[config.mk]
export PLATFORM = sky130hd
export DESIGN_NAME = exponent_bias_adder_flat
export DESIGN_NICKNAME = d
export VERILOG_FILES = /design/src/rtl/exponent_bias_adder_pkg.sv /design/src/rtl/exponent_bias_adder_if.sv /design/src/rtl/exponent_bias_adder_full_adder_bit.sv /design/src/rtl/exponent_bias_adder.sv /design/src/flat_wrapper.sv
export SDC_FILE = /design/constraint.sdc
export NUM_CORES = 1
export LEC_CHECK = 0
export BUFFER_PORTS_ARGS = -buffer_cell sky130_fd_sc_hd__buf_4
export CELL_PAD_IN_SITES_DETAIL_PLACEMENT = 1
export CELL_PAD_IN_SITES_GLOBAL_PLACEMENT = 1
export CORE_MARGIN = 1.5
export CORE_UTILIZATION = 33
export DETAILED_ROUTE_END_ITERATION = 7
export GPL_ROUTABILITY_DRIVEN = 0
export PLACE_DENSITY = 0.64
export REMOVE_ABC_BUFFERS = 1
export SLEW_MARGIN = 20
export SYNTH_ARGS = -nofsm -noshare
export SYNTH_HDL_FRONTEND = slang
export SYNTH_SLANG_ARGS = --single-unit
[constraint.sdc]
create_clock -name clk -period 1.6 [get_ports clk]
set_clock_uncertainty 0.15 [all_clocks]
set_input_delay 0.32 -clock clk [delete_from_list [all_inputs] [get_ports clk]]
set_output_delay 0.32 -clock clk [all_outputs]
set_load 0.01 [all_outputs]
[src/rtl/exponent_bias_adder_pkg.sv]
// Shared FP exponent constants and types for the bit-serial bias adder.
// Also home of the state encoding used by the FSM.
package exponent_bias_adder_pkg;

  localparam int FP_EXP_BIAS       = 127;
  localparam int FP_EXP_MAX_BIASED = 254;
  localparam int FP_EXP_WIDTH      = 9;

  typedef enum logic [1:0] {
    ST_IDLE  = 2'd0,
    ST_SHIFT = 2'd1,
    ST_DONE  = 2'd2
  } state_t;

  typedef struct packed {
    logic [7:0] biased;
    logic       overflow;
    logic       underflow;
  } result_t;

endpackage

[src/rtl/exponent_bias_adder_if.sv]
// Valid/ready handshake bundle for the exponent re-biasing unit.
// The slave modport is the adder; the master modport is the producer/consumer side.
interface exponent_bias_adder_if #(
  parameter int WIDTH = 9
);
  logic             in_valid;
  logic             in_ready;
  logic [WIDTH-1:0] exp_in;
  logic             out_valid;
  logic             out_ready;
  logic [7:0]       biased_out;
  logic             overflow;
  logic             underflow;

  modport slave (
    input  in_valid, exp_in, out_ready,
    output in_ready, out_valid, biased_out, overflow, underflow
  );

  modport master (
    output in_valid, exp_in, out_ready,
    input  in_ready, out_valid, biased_out, overflow, underflow
  );
endinterface

[src/rtl/exponent_bias_adder_full_adder_bit.sv]
// Single-bit full adder: the only arithmetic cell in the serial loop.
module full_adder_bit (
  input  logic a,
  input  logic b,
  input  logic cin,
  output logic s,
  output logic cout
);
  assign s    = a ^ b ^ cin;
  assign cout = (a & b) | (a & cin) | (b & cin);
endmodule

[src/rtl/exponent_bias_adder.sv]
// Bit-serial exponent re-biasing: adds BIAS to a signed WIDTH-bit exponent LSB first
// and saturates the result into an 8-bit biased exponent field with over/underflow flags.
module exponent_bias_adder
  import exponent_bias_adder_pkg::*;
#(
  parameter int WIDTH = FP_EXP_WIDTH,
  parameter int BIAS  = FP_EXP_BIAS
) (
  input  logic                 clk,
  input  logic                 rst,
  exponent_bias_adder_if.slave bus
);
  localparam int CW = $clog2(WIDTH + 1);

  state_t           r_state;
  state_t           w_next;
  logic [WIDTH:0]   r_a;
  logic [WIDTH:0]   r_b;
  logic [WIDTH-1:0] r_res;
  logic             r_carry;
  logic [CW-1:0]    r_cnt;
  result_t          r_out;

  logic             w_sum;
  logic             w_cout;
  logic             w_last;
  logic [WIDTH:0]   w_s;
  result_t          w_res;

  full_adder_bit u_fa (
    .a   (r_a[0]),
    .b   (r_b[0]),
    .cin (r_carry),
    .s   (w_sum),
    .cout(w_cout)
  );

  assign w_last = (r_cnt == CW'(WIDTH));
  // On the final SHIFT cycle the top sum bit is still combinational, so the
  // complete sum is the live adder output on top of the stored lower bits.
  assign w_s    = {w_sum, r_res};

  always_ff @(posedge clk or posedge rst) begin
    if (rst) r_state <= ST_IDLE;
    else     r_state <= w_next;
  end

  always_comb begin
    w_next = r_state;
    case (r_state)
      ST_IDLE:  if (bus.in_valid) w_next = ST_SHIFT;
      ST_SHIFT: if (w_last)       w_next = ST_DONE;
      ST_DONE:  if (bus.out_ready) w_next = ST_IDLE;
      default:  w_next = ST_IDLE;
    endcase
  end

  always_comb begin
    w_res = '0;
    if (w_s[WIDTH] || (w_s == '0)) begin
      w_res.underflow = 1'b1;
    end else if (w_s[WIDTH-1:0] > WIDTH'(FP_EXP_MAX_BIASED)) begin
      w_res.overflow = 1'b1;
      w_res.biased   = 8'hFF;
    end else begin
      w_res.biased   = w_s[7:0];
    end
  end

  always_ff @(posedge clk or posedge rst) begin
    if (rst) begin
      r_a     <= '0;
      r_b     <= '0;
      r_res   <= '0;
      r_carry <= 1'b0;
      r_cnt   <= '0;
      r_out   <= '0;
    end else begin
      case (r_state)
        ST_IDLE: begin
          if (bus.in_valid) begin
            r_a     <= {bus.exp_in[WIDTH-1], bus.exp_in};
            r_b     <= (WIDTH + 1)'(BIAS);
            r_carry <= 1'b0;
            r_cnt   <= '0;
          end
        end
        ST_SHIFT: begin
          r_res   <= {w_sum, r_res[WIDTH-1:1]};
          r_carry <= w_cout;
          r_a     <= {1'b0, r_a[WIDTH:1]};
          r_b     <= {1'b0, r_b[WIDTH:1]};
          r_cnt   <= r_cnt + CW'(1);
          if (w_last) r_out <= w_res;
        end
        default: ;
      endcase
    end
  end

  assign bus.in_ready   = (r_state == ST_IDLE);
  assign bus.out_valid  = (r_state == ST_DONE);
  assign bus.biased_out = r_out.biased;
  assign bus.overflow   = r_out.overflow;
  assign bus.underflow  = r_out.underflow;

endmodule

[src/flat_wrapper.sv]
// flat-port wrapper written by rule: the top's interface ports become plain ports
module exponent_bias_adder_flat import exponent_bias_adder_pkg::*;
#(
  parameter int WIDTH = FP_EXP_WIDTH,
  parameter int BIAS  = FP_EXP_BIAS
)
  (clk, rst, bus_in_valid, bus_exp_in, bus_out_ready, bus_in_ready, bus_out_valid, bus_biased_out, bus_overflow, bus_underflow);
  exponent_bias_adder_if #(.WIDTH(WIDTH)) bus_i ();
  input  logic clk;
  input  logic rst;
  input wire logic [$bits(bus_i.in_valid)-1:0] bus_in_valid;
  input wire logic [$bits(bus_i.exp_in)-1:0] bus_exp_in;
  input wire logic [$bits(bus_i.out_ready)-1:0] bus_out_ready;
  output wire logic [$bits(bus_i.in_ready)-1:0] bus_in_ready;
  output wire logic [$bits(bus_i.out_valid)-1:0] bus_out_valid;
  output wire logic [$bits(bus_i.biased_out)-1:0] bus_biased_out;
  output wire logic [$bits(bus_i.overflow)-1:0] bus_overflow;
  output wire logic [$bits(bus_i.underflow)-1:0] bus_underflow;
  assign bus_i.in_valid = bus_in_valid;
  assign bus_i.exp_in = bus_exp_in;
  assign bus_i.out_ready = bus_out_ready;
  assign bus_in_ready = bus_i.in_ready;
  assign bus_out_valid = bus_i.out_valid;
  assign bus_biased_out = bus_i.biased_out;
  assign bus_overflow = bus_i.overflow;
  assign bus_underflow = bus_i.underflow;
  exponent_bias_adder #(.WIDTH(WIDTH), .BIAS(BIAS)) u_core (.clk(clk), .rst(rst), .bus(bus_i));
endmodule
**Word level (Yosys, flattened, before mapping)**

Cells that the tools add are included.

- Register bits after elaboration: 46
- Input bits: 13
- Output and inout bits: 12
- Logic and storage cells: 47

- Add/sub/neg operators: 1
- Magnitude comparators: 1
- Equal/unequal tests: 6
- Multiplexer cells: 16
- Bitwise operators: 7
- Reduce and logical (&&, ||, !) cells: 7

Operators by type and width:

| operator | number |
|---|---|
| one-hot mux 10 bit (2 select lines) | 2 |
| two-way mux 10 bit | 2 |
| zero test 10 bit | 1 |
| > comparator 9 x 8 -> 1 bit, second input constant | 1 |
| two-way mux 9 bit | 1 |
| two-way mux 8 bit | 1 |
| one-hot mux 4 bit (2 select lines) | 1 |
| two-way mux 2 bit | 3 |
| one-hot mux 2 bit (3 select lines) | 1 |
| adder 4 x 1 -> 4 bit, second input constant | 1 |
| equality test 4 bit, second input constant | 1 |
| two-way mux 4 bit | 1 |
| != test 2 bit, second input constant | 2 |
| AND reduction 2 bit | 2 |
| bitwise AND 1 bit | 3 |
| two-way mux 1 bit | 3 |
| AND reduction 3 bit | 1 |
| equality test 2 x 1 -> 1 bit, second input constant | 1 |
| equality test 2 bit, second input constant | 1 |
| zero test 2 bit | 1 |
| != test 2 x 1 -> 1 bit, second input constant | 1 |
| bitwise OR 1 bit | 2 |
| one-hot mux 1 bit (2 select lines) | 1 |
| nonzero test 2 bit | 1 |
| 2 further kinds | 3 |

**Logic depth before layout (Yosys ltp)**

Gate-level depths: netlist (run 1).

- Depth after elaboration: 5
- Gate-level depth with buffers: 6
- Mapped depth without buffers: 5

**Cells and area by module**

Synthesis (run 1) repeated with hierarchy kept, for this count alone.

- Cells, all modules: 196
- Area total of the unflattened synthesis: 1976.9 µm²

By module, submodules not included:

| module | times used | cells each | area an instance (µm²) | sequential area each (µm²) |
|---|---|---|---|---|
| exponent_bias_adder | 1 | 195 | 1956.9 | 1076.0 |
| full_adder_bit | 1 | 1 | 20.0 | 0.0 |

**Least setup slack after synthesis (run 1)**

No wires, ideal clock.

- Kind: register -> register
- Start: register u_core.r_res[2]
- End: register u_core.r_out, in the netlist u_core.bus.biased_out[0]
- Library setup time: 0.139 ns
- Arrival time: 1.389 ns
- Data required time: 1.311 ns
- Setup slack: -0.077 ns
- Cell stages (with the launch flop): 4
- Path buffers: 0
- Period minus slack after synthesis: 1.677 ns
- Path through: dfrtp_1 > or4_4 > nor4_4 > o31ai_1

- Word-level cells in the longest chain between the ends: 3
- Elaborated cells between the ends (all ways): 5
- Classes of those cells: order compare: 1; mux: 2; reduce/logical: 2

RTL lines:

| item | line | source |
|---|---|---|
| start, declared | exponent_bias_adder.sv:19 | `logic [WIDTH-1:0] r_res;` |
| start signal, assigned | exponent_bias_adder.sv:89 | `r_res <= {w_sum, r_res[WIDTH-1:1]};` |
| > comparator 9 x 8 -> 1 bit or zero test 10 bit (tied branches) | exponent_bias_adder.sv:62, exponent_bias_adder.sv:60 |  |
| two-way mux 8 bit or logical OR 1 bit (tied branches) | exponent_bias_adder.sv:62, exponent_bias_adder.sv:60 |  |
| two-way mux 9 bit * | exponent_bias_adder.sv:60 | `if (w_s[WIDTH] \|\| (w_s == '0)) begin` |
| end signal, assigned | exponent_bias_adder.sv:94 | `if (w_last) r_out <= w_res;` |
| end, declared | exponent_bias_adder.sv:22 | `result_t r_out;` |

Mark *: on every way between the ends. The rest lies on a longest branch, timed or not.
A chain may end at the register's enable or synchronous reset.

**Worst setup path in the final report (run 1)**

- Start: register u_core.r_state[1]
- End: register u_core.r_out, in the netlist u_core.bus.biased_out[7]

- Word-level cells in the longest chain between the ends: 2

RTL lines:

| item | line | source |
|---|---|---|
| start, declared | exponent_bias_adder.sv:15 | `state_t r_state;` |
| start signal, assigned | exponent_bias_adder.sv:45 | `else r_state <= w_next;` |
| equality test 2 x 1 -> 1 bit | exponent_bias_adder.sv:79 | `case (r_state)` |
| AND reduction 2 bit (no line) | - |  |

No other way between the ends.

==> flow_metrics.env, run 1 <==
export IMPL_antenna_found_initial=0
export IMPL_core_um2=5640
export IMPL_ys_types=31
export IMPL_rsz0062_at_grt="yes"
export IMPL_max_freq_mhz=611
export IMPL_final_max_slew_viol_count=0
export IMPL_synthFlopType="dfrtp_1"
export IMPL_cts_buffers=5
export IMPL_end_kind="flip-flop"
export IMPL_num_vias=1667
export IMPL_grt_pass1_wl_mm=8.24
export IMPL_fin_crit_ps=1640
export IMPL_r2r_setup_slack_ps=-40
export IMPL_vias_per_cell=5.15
export IMPL_grt_pass1_vias=1652
export IMPL_dieArea_um2=6440
export IMPL_fp_dieW_um=80.3
export IMPL_drc_errors=0
export IMPL_synthTopCellsByCount="43 x dfrtp_1, 27 x nand2_1, 23 x o21ai_0"
export IMPL_final_area_um2=2700
export IMPL_path_buf_inv=0
export IMPL_setup_viol=8
export IMPL_cp_slowest_stage_delay_ps=480
export IMPL_whs_ps=140
export IMPL_hp_class="in2reg"
export IMPL_grt_max_degree=44
export IMPL_drtIter0Drc=110
export IMPL_worstSetupPathType="reg2reg"
export IMPL_cp_start_kind="flip-flop"
export IMPL_synthArstFlopShare_pct=100
export IMPL_clock_sinks=43
export IMPL_clockRootBuffer="clkbuf_8"
export IMPL_crit_required_ps=1620
export IMPL_max_slew_margin_pct=72.3
export IMPL_failed_checks="negative setup slack"
export IMPL_finalNonFillerCells=324
export IMPL_finalWirelength_mm=4.93
export IMPL_postSynthAreaPerCell_um2=10.0
export IMPL_final_hold_viol_count=0
export IMPL_vdd_drop_max_uv=632
export IMPL_initial_utilization_pct=34.9
export IMPL_wire_per_inst_um=15.2
export IMPL_grt_overflow_total=0
export IMPL_drtPass1Iterations=4
export IMPL_status="complete, but fails checks"
export IMPL_synth_area_top_cells="dfrtp_1 55%, o21ai_0 5.8%, nand2_1 5.1%, nor2b_1 3.8%, a22oi_1 3.4%"
export IMPL_fin_ws_ps=-36.7
export IMPL_nets=268
export IMPL_drive_gt1_share_pct=36.9
export IMPL_insertion_delay_ps=290
export IMPL_synth_edf_count=0
export IMPL_seq_area_frac_synth_pct=54.6
export IMPL_clk_path_buf_depth=2
export IMPL_fill_cells=650
export IMPL_io_pins=25
export IMPL_rows=27
export IMPL_yosysMostFrequentCell="dfrtp_1"
export IMPL_cp_cell_sequence="or2b_2 -> o21ai_0 -> o31ai_4"
export IMPL_crit_arrival_ps=1660
export IMPL_cp_max_fo=24
export IMPL_yosysWarnings=0
export IMPL_maxCapViolations=0
export IMPL_synth_seq_cells=43
export IMPL_post_route_period_util_pct=102
export IMPL_cts_tree="built"
export IMPL_synth_area_um2=1970
export IMPL_dp_hpwl_mm=3.21
export IMPL_layout_area_overhead_vs_synth_pct=36.8
export IMPL_leakagePower_uw=0.00126
export IMPL_diodes=0
export IMPL_dp_cells=305
export IMPL_grt_use_total_pct=17.1
export IMPL_worstMarginPinSlew_ps=415
export IMPL_cts_clk_slew_worst_paths_ps=80
export IMPL_h_tree_depth=2
export IMPL_power_density_nw_per_um2=1860
export IMPL_synth_top_area_share_pct=54.6
export IMPL_postPlaceCellArea_um2=2380
export IMPL_crit_slowest_cell="or2b_2"
export IMPL_postRouteAntennaNets=0
export IMPL_syn_inst=197
export IMPL_finalPower_uw=5020
export IMPL_yosys_area_top_type="dfrtp_1"
export IMPL_port_buffers=24
export IMPL_critPathTopFamily="compound AO/OA/AOI/OAI gates"
export IMPL_die_h_um=80.3
[placed cells by master, fill, tap and decap left out, drive strengths merged, types with 6 or more instances in the layout]
master | synthesis | layout
inv | 6 | 6
nor2 | 15 | 15
o31ai | 9 | 9
dfrtp | 43 | 43
o22a | 6 | 6
a21oi | 12 | 12
nor2b | 12 | 12
nand2 | 27 | 27
buf | 2 | 60
a22oi | 9 | 9
clkbuf | 11 | 6
o21ai | 23 | 23
[tightest hold or removal path: cells and delay by family]
family / cells / cell delay (ps)
AOI/OAI and AO/OA: 1 / 90
buffers and inverters: 2 / 150
[per-layer routing]
layer | vias up | global-route usage (%) | part of all wire [%]
met1 | 833 | 20.8 | 43
met4 | 0 | 5.17 | 1.3
met5 | - | 0 | 0
li1 | 798 | - | -
met2 | 30 | 29.8 | 53
met3 | 6 | 4.09 | 2.9
[stage by stage]
stage	utilization, %	setup TNS, ps	setup WS, ps
after CTS	46.0	-58.4	-30.5
after detailed placement	42.2	-1480	-194
after global placement	42.2	-947	-130
after floorplan	-	-6000	-560
after global routing	47.8	-1030	-115
final	47.8	-99.1	-36.7
[repair_timing]
item                       CTS  global route
buffers inserted             8             3
gates resized for setup     20            24
setup endpoints to repair   12            36
gates cloned                 0             1
pin swaps                    9             0
hold endpoints to repair    43             0
hold buffers                 1             0
[final cells by class]
class	count	area, um2	area share [%]
Multi-Input combinational cell	135	905	33.6
Clock inverter	1	5.00	0.186
Inverter	6	22.5	0.836
Tap cell	72	90.1	3.34
Timing Repair Buffer	61	514	19.1
Clock buffer	6	82.6	3.06
Sequential cell	43	1080	39.9
[power by group]
group | internal [uW] | switching, uW | leakage [uW]
clock network | 339 | 357 | 0.0000470
registers | 1550 | 311 | 0.000542
logic | 1260 | 1200 | 0.000674
total | 3150 | 1870 | 0.00126
[logic make-up (layout without fill, tap and decap cells)]
group / Yosys count / in the layout / share of synthesized area (%)
buf+inv: 19 / 74 / 4.19
compound gates: 66 / 66 / 21.1
flops: 43 / 43 / 54.6
mux: 2 / 2 / 1.14
fa+ha+maj: 3 / 3 / 2.29
simple gates: 64 / 64 / 16.6
[worst paths after layout]
check | startpoint | endpoint | depth (start not counted)
min reg2reg | u_core.r_b[3] | u_core.r_b[3] | 1
max in group asynchronous | rst | u_core.r_res[2] | 4
min | bus_out_ready | u_core.r_state[1] | 3
max reg2reg | u_core.r_state[1] | u_core.bus.biased_out[7] | 3
min in group asynchronous | rst | u_core.bus.biased_out[2] | 4
max | u_core.r_state[1] | u_core.bus.biased_out[7] | 3
[flip-flops by register name, indices dropped and copies added, names as in the netlist]
| signal | cells |
|---|---|
| u_core.bus.biased_out | 8 |
| u_core.bus.overflow | 1 |
| u_core.r_b | 7 |
| u_core.r_carry | 1 |
| u_core.r_cnt | 4 |
| u_core.r_res | 9 |
| u_core.bus.underflow | 1 |
| u_core.r_state | 2 |
| u_core.r_a | 10 |
Note: power is estimated with default switching activity, not from simulation.
==> run 2: changes to the inputs <==
TNS_END_PERCENT = 1   (was default)
==> run 2 against run 1 <==
Effect of this change: the flow still finishes with violations (negative setup slack); setup slack better by 10 ps; critical path depth is 1 higher; register-to-register slack better by 40 ps; sequential share of layout area is 0.91 points higher; flip-flop and latch count stayed put; die area stayed put; utilization is 1.1 points lower; maximum frequency is 0.64% higher; cell area is 2.2% lower; critical path type is now reg2out.
==> flow_metrics.env, run 2 (synthesized netlist as in run 1, its figures left out) <==
export IMPL_leakagePower_uw=0.00123
export IMPL_crit_arrival_ps=1160
export IMPL_io_pins=25
export IMPL_diodes=0
export IMPL_setup_viol=1
export IMPL_crit_slowest_cell="dfrtp_1"
export IMPL_drc_errors=0
export IMPL_dieArea_um2=6440
export IMPL_clk_path_buf_depth=2
export IMPL_core_um2=5640
export IMPL_multi_input_area_um2=867
export IMPL_cts_tree="built"
export IMPL_r2r_setup_slack_ps=0
export IMPL_postRouteAntennaNets=0
export IMPL_worstSetupPathType="reg2out"
export IMPL_hp_class="in2reg"
export IMPL_failed_checks="negative setup slack"
export IMPL_final_cell_mix="47 x buf_4, 43 x dfrtp_1, 27 x nand2_1"
export IMPL_fp_dieW_um=80.3
export IMPL_port_buffers=24
export IMPL_finalWirelength_mm=4.85
export IMPL_fin_crit_ps=1630
export IMPL_dp_hpwl_mm=3.21
export IMPL_nets=265
export IMPL_crit_required_ps=1130
export IMPL_vias_per_cell=5.13
export IMPL_grt_max_degree=44
export IMPL_layout_commonest_cell="buf_4"
export IMPL_final_hold_viol_count=0
export IMPL_antenna_found_initial=0
export IMPL_grt_overflow_total=0
export IMPL_insertion_delay_ps=290
export IMPL_maxCapViolations=0
export IMPL_clockRootBuffer="clkbuf_8"
export IMPL_r2r_cells=5
export IMPL_hold_depth=3
export IMPL_grt_use_total_pct=17.1
export IMPL_die_h_um=80.3
export IMPL_setup_tns_final_ps=-26.3
export IMPL_drtPass1Iterations=4
export IMPL_drive_gt1_share_pct=34.1
export IMPL_fin_ws_ps=-26.3
export IMPL_post_route_period_util_pct=102
export IMPL_crit_cells=4
export IMPL_rsz0062_at_grt="yes"
export IMPL_status="complete, but fails checks"
export IMPL_max_freq_mhz=615
export IMPL_worstMarginPinSlew_ps=416
export IMPL_final_max_slew_viol_count=0
export IMPL_cp_max_fo=7
export IMPL_cp_start_kind="flip-flop"
export IMPL_largest_register="u_core.r_a"
export IMPL_largest_reg_flops=10
export IMPL_layout_area_overhead_vs_synth_pct=33.7
export IMPL_cts_buffers=5
export IMPL_path_buf_inv=3
export IMPL_wire_per_inst_um=15.1
export IMPL_rows=27
export IMPL_cp_slowest_stage_delay_ps=390
export IMPL_num_vias=1647
export IMPL_cts_clk_slew_worst_paths_ps=80
export IMPL_grt_pass1_wl_mm=8.21
export IMPL_final_area_um2=2640
export IMPL_power_density_nw_per_um2=1860
export IMPL_h_tree_depth=2
export IMPL_initial_utilization_pct=34.9
export IMPL_grt_pass1_vias=1654
export IMPL_clock_sinks=43
export IMPL_postPlaceCellArea_um2=2380
export IMPL_drtIter0Drc=106
export IMPL_critPathTopFamily="flip-flops"
export IMPL_vdd_drop_max_uv=610
export IMPL_end_kind="output port"
export IMPL_seq_area_um2=1080
export IMPL_max_slew_margin_pct=72.3
export IMPL_fill_cells=650
export IMPL_cp_cell_sequence="buf_6 -> buf_8 -> nor2_2 -> buf_4"
-- run 2: final cells by class --
cell class / count / share of cell area [%]
multi-input combinational: 135 / 32.9
inverter: 6 / 0.855
sequential: 43 / 40.8
clock inverter: 1 / 0.190
tap: 72 / 3.42
clock buffer: 6 / 3.13
timing repair buffer: 58 / 18.7
-- run 2: metrics by stage --
stage	total power [uW]	setup WS, ps	hold WS, ps	util [%]	cells
global route	5340	-115	136	46.7	321
global placement	3890	-130	257	42.2	305
detailed placement	3970	-194	267	42.2	305
floorplan	2990	-560	311	-	184
CTS	4910	-30.5	133	45.9	320
finish	4910	-26.3	140	46.7	321
-- run 2: metal layers --
| layer | global-route usage [%] | part of all wire, % | wire (um) |
|---|---|---|---|
| met3 | 4.09 | 2.5 | 121 |
| met2 | 30.0 | 53 | 2560 |
| met5 | 0 | 0 | 0 |
| met4 | 5.17 | 1.3 | 64 |
| met1 | 20.5 | 43 | 2110 |
-- run 2: worst reg2reg max path, cell delays in order, from the launching register on --
cell	delay, ps
dfrtp_1	340
inv_2	50
fa_2	610
buf_6	110
o21ai_2	40
o31ai_1	210
-- run 2: report_power, final --
group	switching (uW)	total [uW]	internal, uW
combinational	1150	2360	1210
clock	354	692	339
sequential	310	1860	1550
-- run 2: worst paths after layout --
check,from,endpoint
setup / recovery,u_core.r_state[0],bus_in_ready
hold / removal,bus_out_ready,u_core.r_state[1]
setup reg to reg,u_core.r_carry,u_core.bus.biased_out[4]
hold reg to reg,u_core.r_b[3],u_core.r_b[3]
max in group asynchronous,rst,u_core.r_res[2]
min in group asynchronous,rst,u_core.bus.biased_out[2]
-- run 2: repair_timing --
| action | CTS | global route |
|---|---|---|
| resized for setup | 19 | 17 |
| setup endpoints to repair | 12 | 30 |
| cloned | 0 | 1 |
| pin swaps | 9 | 3 |
| buffers inserted | 7 | 0 |
| hold buffers | 1 | 0 |
| endpoints found under the hold margin | 43 | 0 |
==> run 3: changes to the inputs <==
PLACE_DENSITY = default   (was 0.64)
PLACE_DENSITY_LB_ADDON = 0.25   (was default)
==> run 3 against run 2 <==
Effect of this change: the flow now finishes without violations; flip-flop and latch count did not move; clock-buffer cell count rose by 1; clock power fell by 2%; setup slack improved by 28 ps; non-clock buffer count fell by 5; worst hold slack improved by 19 ps; die area did not move; combinational power fell by 3%; critical path depth did not move; critical endpoint is now u_core.bus.biased_out[7]; largest power group unchanged.
==> flow_metrics.env, run 3 (synthesized netlist as in run 1, its figures left out) <==
export IMPL_drive_gt1_share_pct=31.8
export IMPL_fin_crit_ps=1600
export IMPL_leakagePower_uw=0.00120
export IMPL_die_h_um=80.3
export IMPL_clock_sinks=43
export IMPL_largest_register="u_core.r_a"
export IMPL_crit_slowest_cell="fa_2"
export IMPL_whs_ps=159
export IMPL_post_route_period_util_pct=99.9
export IMPL_max_slew_margin_pct=69.7
export IMPL_final_cell_mix="45 x buf_4, 43 x dfrtp_1, 27 x nand2_1"
export IMPL_grt_max_degree=44
export IMPL_fin_ws_ps=1.67
export IMPL_cts_clk_slew_worst_paths_ps=80
export IMPL_crit_start="u_core.r_carry"
export IMPL_clockRootBuffer="clkbuf_8"
export IMPL_final_hold_viol_count=0
export IMPL_final_area_um2=2570
export IMPL_wire_per_inst_um=14.9
export IMPL_cts_buffers=5
export IMPL_crit_arrival_ps=1660
export IMPL_rows=27
export IMPL_cp_start_kind="flip-flop"
export IMPL_reg2reg_from="u_core.r_carry"
export IMPL_diodes=0
export IMPL_postRouteAntennaNets=0
export IMPL_dp_hpwl_mm=3.17
export IMPL_cp_cell_sequence="inv_2 -> fa_2 -> nand3_4 -> o31ai_1"
export IMPL_drc_errors=0
export IMPL_dieArea_um2=6440
export IMPL_path_buf_inv=1
export IMPL_power_density_nw_per_um2=1880
export IMPL_layout_commonest_cell="buf_4"
export IMPL_drtIter0Drc=65
export IMPL_final_util_pct=45.6
export IMPL_vdd_drop_max_uv=587
export IMPL_groute_layer_met2_usage_pct=25.8
export IMPL_io_pins=25
export IMPL_cp_slowest_stage_delay_ps=600
export IMPL_worstMarginPinSlew_ps=454
export IMPL_grt_busiest_layer="met2"
export IMPL_port_buffers=24
export IMPL_use_met3_pct=3.75
export IMPL_nets=260
export IMPL_clk_path_buf_depth=2
export IMPL_worstSetupPathType="reg2reg"
export IMPL_hp_class="in2reg"
export IMPL_final_max_slew_viol_count=0
export IMPL_rsz0062_at_grt="yes"
export IMPL_drtPass1Iterations=4
export IMPL_fp_dieW_um=80.3
export IMPL_end_kind="flip-flop"
export IMPL_pre_cts_ws_ps=-162
export IMPL_cp_max_fo=8
export IMPL_vias_per_cell=5.10
export IMPL_critPathTopFamily="adder cells"
export IMPL_grt_pass1_vias=1679
export IMPL_initial_utilization_pct=34.9
export IMPL_crit_required_ps=1660
export IMPL_h_tree_depth=2
export IMPL_core_um2=5640
export IMPL_setup_viol=0
export IMPL_globalRouteMet1Util_pct=23.6
export IMPL_grt_pass1_wl_mm=8.33
export IMPL_maxCapViolations=0
export IMPL_insertion_delay_ps=300
export IMPL_num_vias=1617
export IMPL_grt_overflow_total=0
export IMPL_antenna_found_initial=0
export IMPL_cts_tree="built"
export IMPL_grt_use_total_pct=16.7
export IMPL_finalWirelength_mm=4.73
export IMPL_postPlaceCellArea_um2=2370
export IMPL_layout_area_overhead_vs_synth_pct=30.5
export IMPL_hp_start="bus_exp_in[7]"
export IMPL_largest_reg_flops=10
export IMPL_status="complete, no violations"
export IMPL_max_freq_mhz=626
run 3: cell types whose count changed in the layout (fill, tap and decap cells not counted), moves of 2 or more:
cell / delta
clkbuf_1: +2
nor2_2: -2
o21ai_0: +3
buf_4: -2
buf_8: -2
o21ai_1: -4
nor2_1: +2
run 3: metrics by stage:
stage	instances	power [uW]	setup TNS, ps
after floorplan	184	2990	-6000
final	317	4840	0
after global routing	317	5270	-645
after detailed placement	303	3940	-1100
after CTS	317	4850	-64.3
after global placement	303	3880	-926
run 3: worst reg2reg max path, delay by kind of cell (launching register included):
family,cells,cell delay [ps]
buffers and inverters,1,50
DFF,1,340
AOI/OAI and AO/OA,1,250
adders and majority gates,1,600
and+or+nand+nor,1,120
run 3: cell type report:
cell class	count	area (um2)
Tap cell	72	90.1
Clock buffer	7	76.3
Inverter	6	22.5
Sequential cell	43	1080
Clock inverter	1	5.00
Fill cell	641	3070
Timing Repair Buffer	53	435
Multi-Input combinational cell	135	866
run 3: power breakdown:
| part | switching [uW] | internal, uW |
|---|---|---|
| registers | 310 | 1550 |
| clock network | 372 | 307 |
| logic | 1140 | 1160 |
| total | 1830 | 3010 |
run 3: path summary, 6_finish.rpt:
kind	cells past startpoint	to	slack (ps)
worst max-delay path	4	u_core.bus.biased_out[7]	2
min in group asynchronous	4	u_core.bus.biased_out[5]	500
worst min-delay path	3	u_core.r_a[7]	160
max in group asynchronous	4	u_core.r_res[6]	590
worst max register to register	4	u_core.bus.biased_out[7]	2
worst min register to register	1	u_core.r_b[3]	350
run 3: timing repair:
item | 4_1_cts | 5_1_grt
resized for setup | 15 | 9
hold buffers | 1 | 0
buffers inserted | 5 | 0
hold endpoints to repair | 43 | 0
gates cloned | 0 | 0
endpoints found under the setup margin | 12 | 30
pin swaps | 7 | 4
run 3: layer usage:
layer	part of all wire (%)	vias up
li1	-	785
met1	48	802
met2	48	25
met3	3.0	5
met4	1.1	0
met5	0	-
